`config.mk`:
```
export PLATFORM = sky130hd
export DESIGN_NAME = mux4_rr_arbiter
export DESIGN_NICKNAME = d
export VERILOG_FILES = /design/src/rtl/mux4_rr_arbiter.sv
export SDC_FILE = /design/constraint.sdc
export NUM_CORES = 1
export LEC_CHECK = 0
export CORE_MARGIN = 2
export CORE_UTILIZATION = 47
export CTS_CLUSTER_SIZE = 40
export DETAILED_ROUTE_END_ITERATION = 7
export PLACE_DENSITY = 0.75
export SLEW_MARGIN = 30
export SYNTH_ARGS = -nofsm -noshare
export SYNTH_HDL_FRONTEND = slang
export SYNTH_SLANG_ARGS = --single-unit
```
`constraint.sdc`:
```
create_clock -name clk -period 1.8 [get_ports clk]
set_clock_uncertainty 0.05 [all_clocks]
set_input_delay 0.18 -clock clk [delete_from_list [all_inputs] [get_ports clk]]
set_output_delay 0.18 -clock clk [all_outputs]
set_load 0.02 [all_outputs]
```
`src/rtl/mux4_rr_arbiter.sv`:
```
// rtl/mux4_rr_arbiter.sv - round-robin arbiter driving the select of a shared 4:1 mux
module mux4_rr_arbiter #(
  parameter int MAX_HOLD = 8
) (
  input  logic       clk,
  input  logic       rst_n,
  input  logic [3:0] req,
  output logic [3:0] gnt,
  output logic [1:0] sel,
  output logic       busy,
  output logic       timeout
);

  typedef enum logic {IDLE, GRANT} state_t;

  // Last hold_cnt value an owner may reach before its grant is revoked.
  localparam logic [7:0] HOLD_LAST = 8'(MAX_HOLD - 1);

  state_t     state_q, state_d;
  logic [1:0] ptr_q, ptr_d;
  logic [7:0] hold_cnt_q, hold_cnt_d;
  logic [3:0] gnt_q, gnt_d;
  logic [1:0] sel_q, sel_d;
  logic       timeout_q, timeout_d;

  logic [1:0] search_start;
  logic       win_found;
  logic [1:0] win_idx;
  logic       own_req;
  logic       expired;
  logic       release_now;

  // First requester found scanning start, start+1, ... modulo 4; {found, index}.
  function automatic logic [2:0] rr_pick(input logic [3:0] r, input logic [1:0] start);
    logic [2:0] res;
    logic [1:0] idx;
    res = 3'b000;
    for (int k = 3; k >= 0; k--) begin
      idx = start + 2'(k);
      if (r[idx]) res = {1'b1, idx};
    end
    return res;
  endfunction

  // State register: all arbiter state, cleared asynchronously.
  always_ff @(posedge clk or negedge rst_n) begin
    if (!rst_n) begin
      state_q    <= IDLE;
      ptr_q      <= 2'd0;
      hold_cnt_q <= 8'd0;
      gnt_q      <= 4'b0000;
      sel_q      <= 2'd0;
      timeout_q  <= 1'b0;
    end else begin
      state_q    <= state_d;
      ptr_q      <= ptr_d;
      hold_cnt_q <= hold_cnt_d;
      gnt_q      <= gnt_d;
      sel_q      <= sel_d;
      timeout_q  <= timeout_d;
    end
  end

  // Next-state logic: arbitration from ptr when idle, from owner+1 on release.
  always_comb begin
    state_d    = state_q;
    ptr_d      = ptr_q;
    hold_cnt_d = hold_cnt_q;
    gnt_d      = gnt_q;
    sel_d      = sel_q;
    timeout_d  = 1'b0;

    search_start = (state_q == IDLE) ? ptr_q : (sel_q + 2'd1);
    {win_found, win_idx} = rr_pick(req, search_start);
    own_req     = req[sel_q];
    expired     = (hold_cnt_q == HOLD_LAST);
    release_now = (state_q == GRANT) && (!own_req || expired);

    if (state_q == GRANT && !release_now) begin
      hold_cnt_d = hold_cnt_q + 8'd1;
    end else if (state_q == IDLE || release_now) begin
      // Timeout flag only when the owner still wanted the mux.
      timeout_d = release_now && own_req;
      if (win_found) begin
        state_d    = GRANT;
        gnt_d      = 4'b0001 << win_idx;
        sel_d      = win_idx;
        ptr_d      = win_idx + 2'd1;
        hold_cnt_d = 8'd0;
      end else begin
        // sel keeps the old owner so the mux output stays stable while idle.
        state_d = IDLE;
        gnt_d   = 4'b0000;
      end
    end
  end

  // Outputs come straight from flops; no combinational path from req.
  always_comb begin
    gnt     = gnt_q;
    sel     = sel_q;
    busy    = (state_q == GRANT);
    timeout = timeout_q;
  end

endmodule
```
# ---- Yosys cells after proc, flatten, opt, wreduce, memory -nomap -nowiden
# Index checks and enable logic that the tools add are counted.
dict set report totals {
  n_memories 0
  register_bits 18
  out_inout_bits 8
  mem_bits_ro 0
  ramBits 0
  in_bits 6
  latchBits 0
  wordCells 55
}
dict set report classes {
  n_div 0
  muxes 22
  mul 0
  bitwise_logic 2
  n_addsub 6
  reduce_logical 12
  order_cmp 5
  n_eq_ne 1
  n_shift 1
}
# op count
set ops {}
lappend ops {{8-bit two-way mux} 3}
lappend ops {{2-bit by 3-bit less-than comparator with 1-bit output, second input constant} 5}
lappend ops {{3-bit two-way mux} 4}
lappend ops {{1-bit binary-select mux with 2-bit select} 5}
lappend ops {{8-bit by 1-bit adder with 8-bit output, second input constant} 1}
lappend ops {{8-bit by 3-bit equality test with 1-bit output, second input constant} 1}
lappend ops {{1-bit two-way mux} 8}
lappend ops {{2-bit by 1-bit adder with 2-bit output, second input constant} 3}
lappend ops {{2-bit adder, second input constant} 2}
lappend ops {{4-bit two-way mux} 1}
lappend ops {{2-bit AND reduction} 2}
lappend ops {{2-bit nonzero test} 2}
lappend ops {{1-bit by 2-bit left shift with 4-bit output, first input constant} 1}
lappend ops {{1-bit logical AND} 3}
lappend ops {{3-bit AND reduction} 1}
lappend ops {{1-bit logical NOT} 2}
lappend ops {{1-bit logical OR} 2}
lappend ops {{2-bit two-way mux} 1}
lappend ops {{1-bit NOT} 2}

# ---- Logic depth before layout (Yosys ltp)
# Gate-level depths: netlist (run 1).
dict set report depth {
  ltp_word 12
  depth_mapped 7
  ltp_nobuf 6
}

# ---- Worst setup path after synthesis (run 1)
# No wires, ideal clock.
dict set report synth_timing {
  path_type {reg2reg}
  start {register state_q (netlist: busy)}
  end {register ptr_q[1]}
  stages_incl_launch_ff 6
  setup_ns 0.082
  arrival_ns 1.778
  required_time_ns 1.668
  synth_period_minus_slack_ns 1.910
  n_path_buf 1
  slack_ns -0.110
  cell_sequence {dfrtp_1 > clkbuf_1 > mux2_2 > a221oi_1 > o21ai_0 > a31oi_1}
}
dict set report synth_via {
  elab_chain_cells 9
  elab_cells_between_ends 24
  classes_between {4 x add/sub; 13 x mux; 2 x bitwise; 5 x reduce/logical}
}
# element line_no
set synth_rtl {}
lappend synth_rtl {{from (decl)} 19} ;# state_t state_q, state_d;
lappend synth_rtl {{from (signal assigned)} 55} ;# state_q <= state_d;
lappend synth_rtl {{2-bit two-way mux} 73} ;# search_start = (state_q == IDLE) ? ptr_q : (sel_q + 2'd1);
lappend synth_rtl {{2-bit adder} 39} ;# idx = start + 2'(k);
lappend synth_rtl {{1-bit binary-select mux with 2-bit select} 40} ;# if (r[idx]) res = {1'b1, idx};
lappend synth_rtl {{1-bit two-way mux (implied by the code)} 40}
lappend synth_rtl {{3-bit two-way mux (4 in a row)} 40}
lappend synth_rtl {{2-bit by 1-bit adder with 2-bit output / 3-bit AND reduction (equally long branches)} -}
lappend synth_rtl {{to (signal assigned)} 56} ;# ptr_q <= ptr_d;
lappend synth_rtl {{to (decl)} 20} ;# logic [1:0] ptr_q, ptr_d;
# Parallel ways exist; a longest one is shown, timed or not. The select of a mux whose other input is x is not followed.
# A chain may end at the register's enable or synchronous reset.

# ---- Worst setup path after layout (run 1)
dict set report layout_timing {
  start {register hold_cnt_q[3]}
  end {register ptr_q[1]}
}
dict set report layout_via {
  elab_chain_cells 7
  elab_cells_between_ends 8
  classes_between {1 x eq/ne; 1 x bitwise; 6 x reduce/logical}
}
# element line_no
set layout_rtl {}
lappend layout_rtl {{from (decl)} 21} ;# logic [7:0] hold_cnt_q, hold_cnt_d;
lappend layout_rtl {{from (signal assigned)} 57} ;# hold_cnt_q <= hold_cnt_d;
lappend layout_rtl {{8-bit by 3-bit equality test with 1-bit output (*)} 76} ;# expired = (hold_cnt_q == HOLD_LAST);
lappend layout_rtl {{1-bit logical OR (*)} 77} ;# release_now = (state_q == GRANT) && (!own_req || expired);
lappend layout_rtl {{1-bit logical AND (*)} 77}
lappend layout_rtl {{1-bit logical NOT} 79} ;# if (state_q == GRANT && !release_now) begin
lappend layout_rtl {{1-bit logical AND} 79}
lappend layout_rtl {{1-bit NOT (no source line)} -}
lappend layout_rtl {{3-bit AND reduction (no source line) (*)} -}
# Mark *: on every way between the ends. The rest lies on a longest branch, timed or not.

==> metrics.txt, run 1 <==
setup TNS -0.265 ns; Hold Crit Class in -> async; Place WS -0.233 ns; ant diodes 0; sequential share of the synthesized area 0.457; number of vias per cell roughly 5.8; Port-buffer cells 13; clock slew at reported path FFs roughly 0.10 ns; final setup fails 6; Total Wirelength between 2000 and 3000 um; top post-synthesis cells by area dfrtp_1, nand2_1, o21ai_0, a22o_1, and3_1; Synth cell types 39; drt drc 0; Placer Congestion 0.802; vias post-DR 983; CP required slightly below 2 ns; # fillers roughly 150; largest net degree at the start of global routing 19; Worst R2R Start hold_cnt_q[3]; RSZ-0062 raised after global routing true; Final Util 0.758; WHS 0.139 ns; Wirelength per Cell 16.4 um; CP startpoint hold_cnt_q[3]; Clock Latency Late Sink roughly 0.3 ns; hold violation count in the final report 0; CP arrival ~2.1 ns; row count 16; Syn Area/Cell a little under 10 sq um; First DRT Iteration DRCs 26; grt ovf 0; deepest clock path buffer count 2; kind of critical path reg -> reg; antenna violations before repair 0; Yosys Warn Count 0; H-tree depth 1; failing checks negative setup slack; Post-CTS Hold Buffers 0; syn nets roughly 110; first-pass GRT wire length ~4400 um; Synth Cell Area between 900 and 1000 sq um; # nets final 151; worst rel slew slack 0.735; Area Growth Syn to Fin 51.0%; Static Leak approximately 0.00070 uW; CTS sink count 18; crit-path max FO 6; leading area contributor after synthesis dfrtp_1; Tmin final 1.89 ns; total CTS buffers 3; fraction of registers with async set or reset after synthesis 1.00; top_reg_cell synth dfrtp_1; Die Width 49.8 um; fin crit share 1.05; number of I/O pins 14; EDFF count, synth 0; CTS tree built; Worst-Margin Slew approximately 0.40 ns; VDD IR max 0.00100 V; top cell type's share of synthesized area 0.457; Die ar. about 2500 sq um; Initial Utilization 0.502; multi-input logic area between 500 and 600 sq um; total power divided by cell area approximately 1400 nW/um^2; layout cell share with drive strength beyond 1 0.392; Seq cells post-synth 18; Max Cap Viol 0; Worst Slack Setup Final -0.0930 ns; Root Driver clkbuf_4; vias in the first global route just under 1000; register area between 400 and 500 sq um; die height about 50 um; crit path launch type flip-flop; nature of the critical path endpoint flip-flop; FMAX between 0.5 and 0.6 GHz; most frequent cells after synthesis dfrtp_1, nand2_1, o21ai_0; most frequent cell after synthesis dfrtp_1; GRT Util Overall 0.233; HPWL after detailed placement ~1800 um; Core Area just under 2000 sq um; Gate Count Post-Synth 101; Max Transition Viols Final 0; drt pass-1 iters 4; Antenna Violating Nets Remaining 0; status finished with violations
-- metal layers --
layer  track usage  part of all wire  up-vias
li1              -                 -      448
met5             0                 0        -
met2         0.387              0.50       41
met1         0.296              0.43      488
met3        0.0485             0.046        6
met4        0.0926             0.016        0
-- metrics by stage --
step / instances / area, sq um / total power [uW]
after floorplan: 101 / 993 / 1170
after global placement: 158 / 1290 / 1490
after detailed placement: 158 / 1290 / 1540
after CTS: 165 / 1380 / 1900
after global routing: 170 / 1490 / 2210
final: 170 / 1490 / 2110
-- worst max-delay path: stages, from the launching register on --
cell and delay, ns:
dfrtp_1 0.40, or4_4 0.54, nor3_4 0.16, buf_6 0.13, or2_4 0.18, buf_6 0.12, a21oi_1 0.06, a31oi_1 0.17
-- flip-flops by register name (all words and copies together) (netlist names) --
signal      flops
timeout         1
sel             2
ptr_q           2
gnt             4
busy            1
hold_cnt_q      8
-- layout by cell type (no fill, tap or decap), drive strengths merged, types with 3 or more instances in the layout --
cell           count
a21oi              3
a22o               5
and3               4
buf               28
clkbuf             4
clkdlybuf4s50     12
dfrtp             18
inv                3
nand2             14
nand3              3
nor2               4
nor2b              3
nor3               3
o21ai             12
-- report_power, final --
part	switching [uW]	internal, uW
logic	588	640
registers	112	516
clock network	130	123
-- cells by family after synthesis --
logic type      synth area share
flops                      0.457
compound gates             0.180
buf+inv                   0.0318
simple gates               0.236
xor+xnor                  0.0267
mux                       0.0546
fa+ha+maj                 0.0127
-- cell type report --
class	instances	share of cell area
repair buffers	41	0.241
inverters	3	0.00758
well taps	27	0.0227
clock buffers	4	0.0244
flip-flops and latches	18	0.306
multi-input cells	77	0.399
-- final timing paths --
path	cells after the start	slack [ns]	to
max	7	-0.09	ptr_q[1]
min	2	0.14	hold_cnt_q[6]
max reg2reg	7	-0.09	ptr_q[1]
min reg2reg	2	0.46	gnt[2]
max in group asynchronous	2	1.35	sel[1]
min in group clk	2	0.46	gnt[2]
-- what timing repair did --
action | in CTS | in global routing
resized for setup | 8 | 21
setup endpoints to repair | 13 | 14
pin swaps | 10 | 7
buffers inserted | 3 | 5
(Power assumes the default switching activity.)
==> run 2: changes to the inputs <==
--- a/config.mk
+++ b/config.mk
@@ -10,7 +10,7 @@
 export CTS_CLUSTER_SIZE = 40
 export DETAILED_ROUTE_END_ITERATION = 7
 export PLACE_DENSITY = 0.75
-export SLEW_MARGIN = 30
+export SLEW_MARGIN = 20
 export SYNTH_ARGS = -nofsm -noshare
 export SYNTH_HDL_FRONTEND = slang
 export SYNTH_SLANG_ARGS = --single-unit
==> results of run 2 <==
No change in the layout: final DEF, timing and power equal those of run 1.
==> run 3: changes to the inputs <==
--- a/config.mk
+++ b/config.mk
@@ -5,11 +5,11 @@
 export SDC_FILE = /design/constraint.sdc
 export NUM_CORES = 1
 export LEC_CHECK = 0
-export CORE_MARGIN = 2
 export CORE_UTILIZATION = 47
 export CTS_CLUSTER_SIZE = 40
 export DETAILED_ROUTE_END_ITERATION = 7
 export PLACE_DENSITY = 0.75
+export SKIP_LAST_GASP = 1
 export SLEW_MARGIN = 20
 export SYNTH_ARGS = -nofsm -noshare
 export SYNTH_HDL_FRONTEND = slang
==> metrics.txt, run 3 (synthesized netlist as in run 1, its figures left out) <==
vias post-DR 905 (-7.9%); Critical-path top delay cell or4_4; fin crit share 1.03 (-0.0242); crit-path max FO 10 (+4); GR Util met1 0.284 (-0.0117); Worst Slack Setup Final -0.0494 ns (+0.0436 ns); H-tree depth 1 (unchanged); Tmin final 1.85 ns (-0.0436 ns); Initial Utilization 0.502 (unchanged); Biggest register hold_cnt_q; first-pass GRT wire length 3190 um (-27%); First DRT Iteration DRCs 16 (-38%); CP required 1.94 ns (-0.03 ns); # nets final 146 (-3.3%); Core Area 1960 sq um (unchanged); number of flip-flops in the largest register 8 (unchanged); number of vias per cell 5.48 (-5.1%); kind of critical path reg -> reg; drt pass-1 iters 4 (unchanged); GR Util met2 0.324 (-0.0623); Post-CTS Hold Buffers 0 (unchanged); internal power 1190 uW (-7.3%); final setup fails 8 (+2); Die ar. 2280 sq um (-7.9%); Wirelength per Cell 13.5 um (-17%); vias in the first global route 738 (-24%); total power divided by cell area 1360 nW/um^2 (-4.1%); Worst-Margin Slew 0.337 ns (-0.0607 ns); sequential share of power 0.324 (+0.026); status finished with violations; Die Width 47.8 um (-4.0%); grt ovf 0 (unchanged); Port-buffer cells 13 (unchanged); CTS tree built; nature of the critical path endpoint flip-flop; deepest clock path buffer count 2 (unchanged); cells along the critical path or4_4, nor3_4, nor2_1, buf_6, o41ai_4; met3 Use GR 0.0340 (-0.0145); sw power 717 uW (-14%); # fillers 157 (+7.5%); die height 47.8 um (-4.0%); GRT Util Overall 0.201 (-0.0316); HPWL after detailed placement 1630 um (-8.4%); antenna violations before repair 0 (unchanged); failing checks negative setup slack; worst rel slew slack 0.775 (+0.0405); Root Driver clkbuf_4; most frequent cells in the layout buf_4, dfrtp_1, nand2_1; largest net degree at the start of global routing 19 (unchanged); Clock Latency Late Sink 0.29 ns (about the same); CTS sink count 18 (unchanged); clock slew at reported path FFs 0.10 ns (about the same); Inst Count DP 159 (+0.63%); Clock Power Share 0.129 (+0.009); most common cell after layout, fill and taps aside buf_4; VDD IR max 0.00100 V (about the same); Place WS -0.247 ns (-0.0144 ns); Max Transition Viols Final 0 (unchanged); Max Cap Viol 0 (unchanged); crit path launch type flip-flop; row count 16 (unchanged); Placer Congestion 0.907 (+13%); layout cell share with drive strength beyond 1 0.304 (-0.0873); Hold Crit Class in -> async; number of I/O pins 14 (unchanged); ant diodes 0 (unchanged); RSZ-0062 raised after global routing true; Antenna Violating Nets Remaining 0 (unchanged); Largest stage delay, worst path 0.54 ns (about the same); Area Growth Syn to Fin 42.1%; total CTS buffers 3 (unchanged); Static Leak 0.000651 uW (-7.4%); hold violation count in the final report 0 (unchanged); Total Wirelength 2230 um (-20%); post-route insts no fill 165 (-2.9%); Sw Share 0.377 (-0.0169); Comb power frac 0.547 (-0.035); FMAX 0.541 GHz (+2.4%); CP arrival 1.99 ns (-0.07 ns); Top Usage Layer GRT met2; drt drc 0 (unchanged)
-- run 3: cell count changes in the layout (fill, tap and decap cells not counted), moves of 2 or more --
cell,before,now
o21ai_2,4,2
o21ai_0,5,9
buf_4,24,22
nand2_1,11,14
buf_6,4,1
nand2_2,2,0
o21ai_1,3,1
-- run 3: layer usage --
layer	wire length, um	vias to the layer above
met4	19	0
met3	68	4
li1	-	448
met1	1080	433
met2	1060	20
met5	0	-
-- run 3: area by class of cell --
cell class | count | area [sq um] | area share
clock buffer | 4 | 36.3 | 0.0259
inverter | 3 | 11.3 | 0.00805
multi-input combinational | 77 | 558 | 0.399
sequential | 18 | 453 | 0.324
tap | 27 | 33.8 | 0.0242
timing repair buffer | 36 | 307 | 0.219
-- run 3: critical path, delay by kind of cell, from the launching register on --
kind | cells | cell delay, ns
AO/OA/AOI/OAI | 1 | 0.33
buffers and inverters | 1 | 0.14
flip-flops | 1 | 0.39
AND/OR/NAND/NOR | 3 | 0.83
-- run 3: power by group through the flow --
stage / clock, uW / sequential, uW / combinational, uW
floorplan: 0 / 678 / 487
global placement: 0 / 623 / 878
detailed placement: 0 / 624 / 893
CTS: 253 / 617 / 924
global route: 268 / 634 / 1120
finish: 245 / 617 / 1040
-- run 3: stage by stage --
step                setup TNS [ns]  cell area [sq um]  utilization  power (uW)  hold WS (ns)
floorplan                        0                993            -        1170        -0.166
global placement             -2.07               1290        0.659        1500         0.415
detailed placement           -2.51               1290        0.659        1520         0.427
CTS                         -0.787               1340        0.684        1790         0.152
global route                -0.991               1400        0.713        2020         0.172
finish                      -0.238               1400        0.713        1900         0.152
-- run 3: path summary, 6_finish.rpt --
kind | start | slack (ns) | depth (start not counted) | endpoint
max reg2reg | hold_cnt_q[6] | -0.05 | 5 | gnt[0]
min | rst_n | 0.15 | 2 | hold_cnt_q[3]
max | hold_cnt_q[6] | -0.05 | 5 | gnt[0]
max in group asynchronous | rst_n | 1.33 | 2 | sel[0]
min reg2reg | gnt[1] | 0.44 | 2 | gnt[1]
min in group clk | gnt[1] | 0.44 | 2 | gnt[1]
-- run 3: repair_timing --
item                       4_1_cts  5_1_grt
setup endpoints to repair       12       13
resized for setup                1        9
pin swaps                        0        4
setup buffers                    0        2
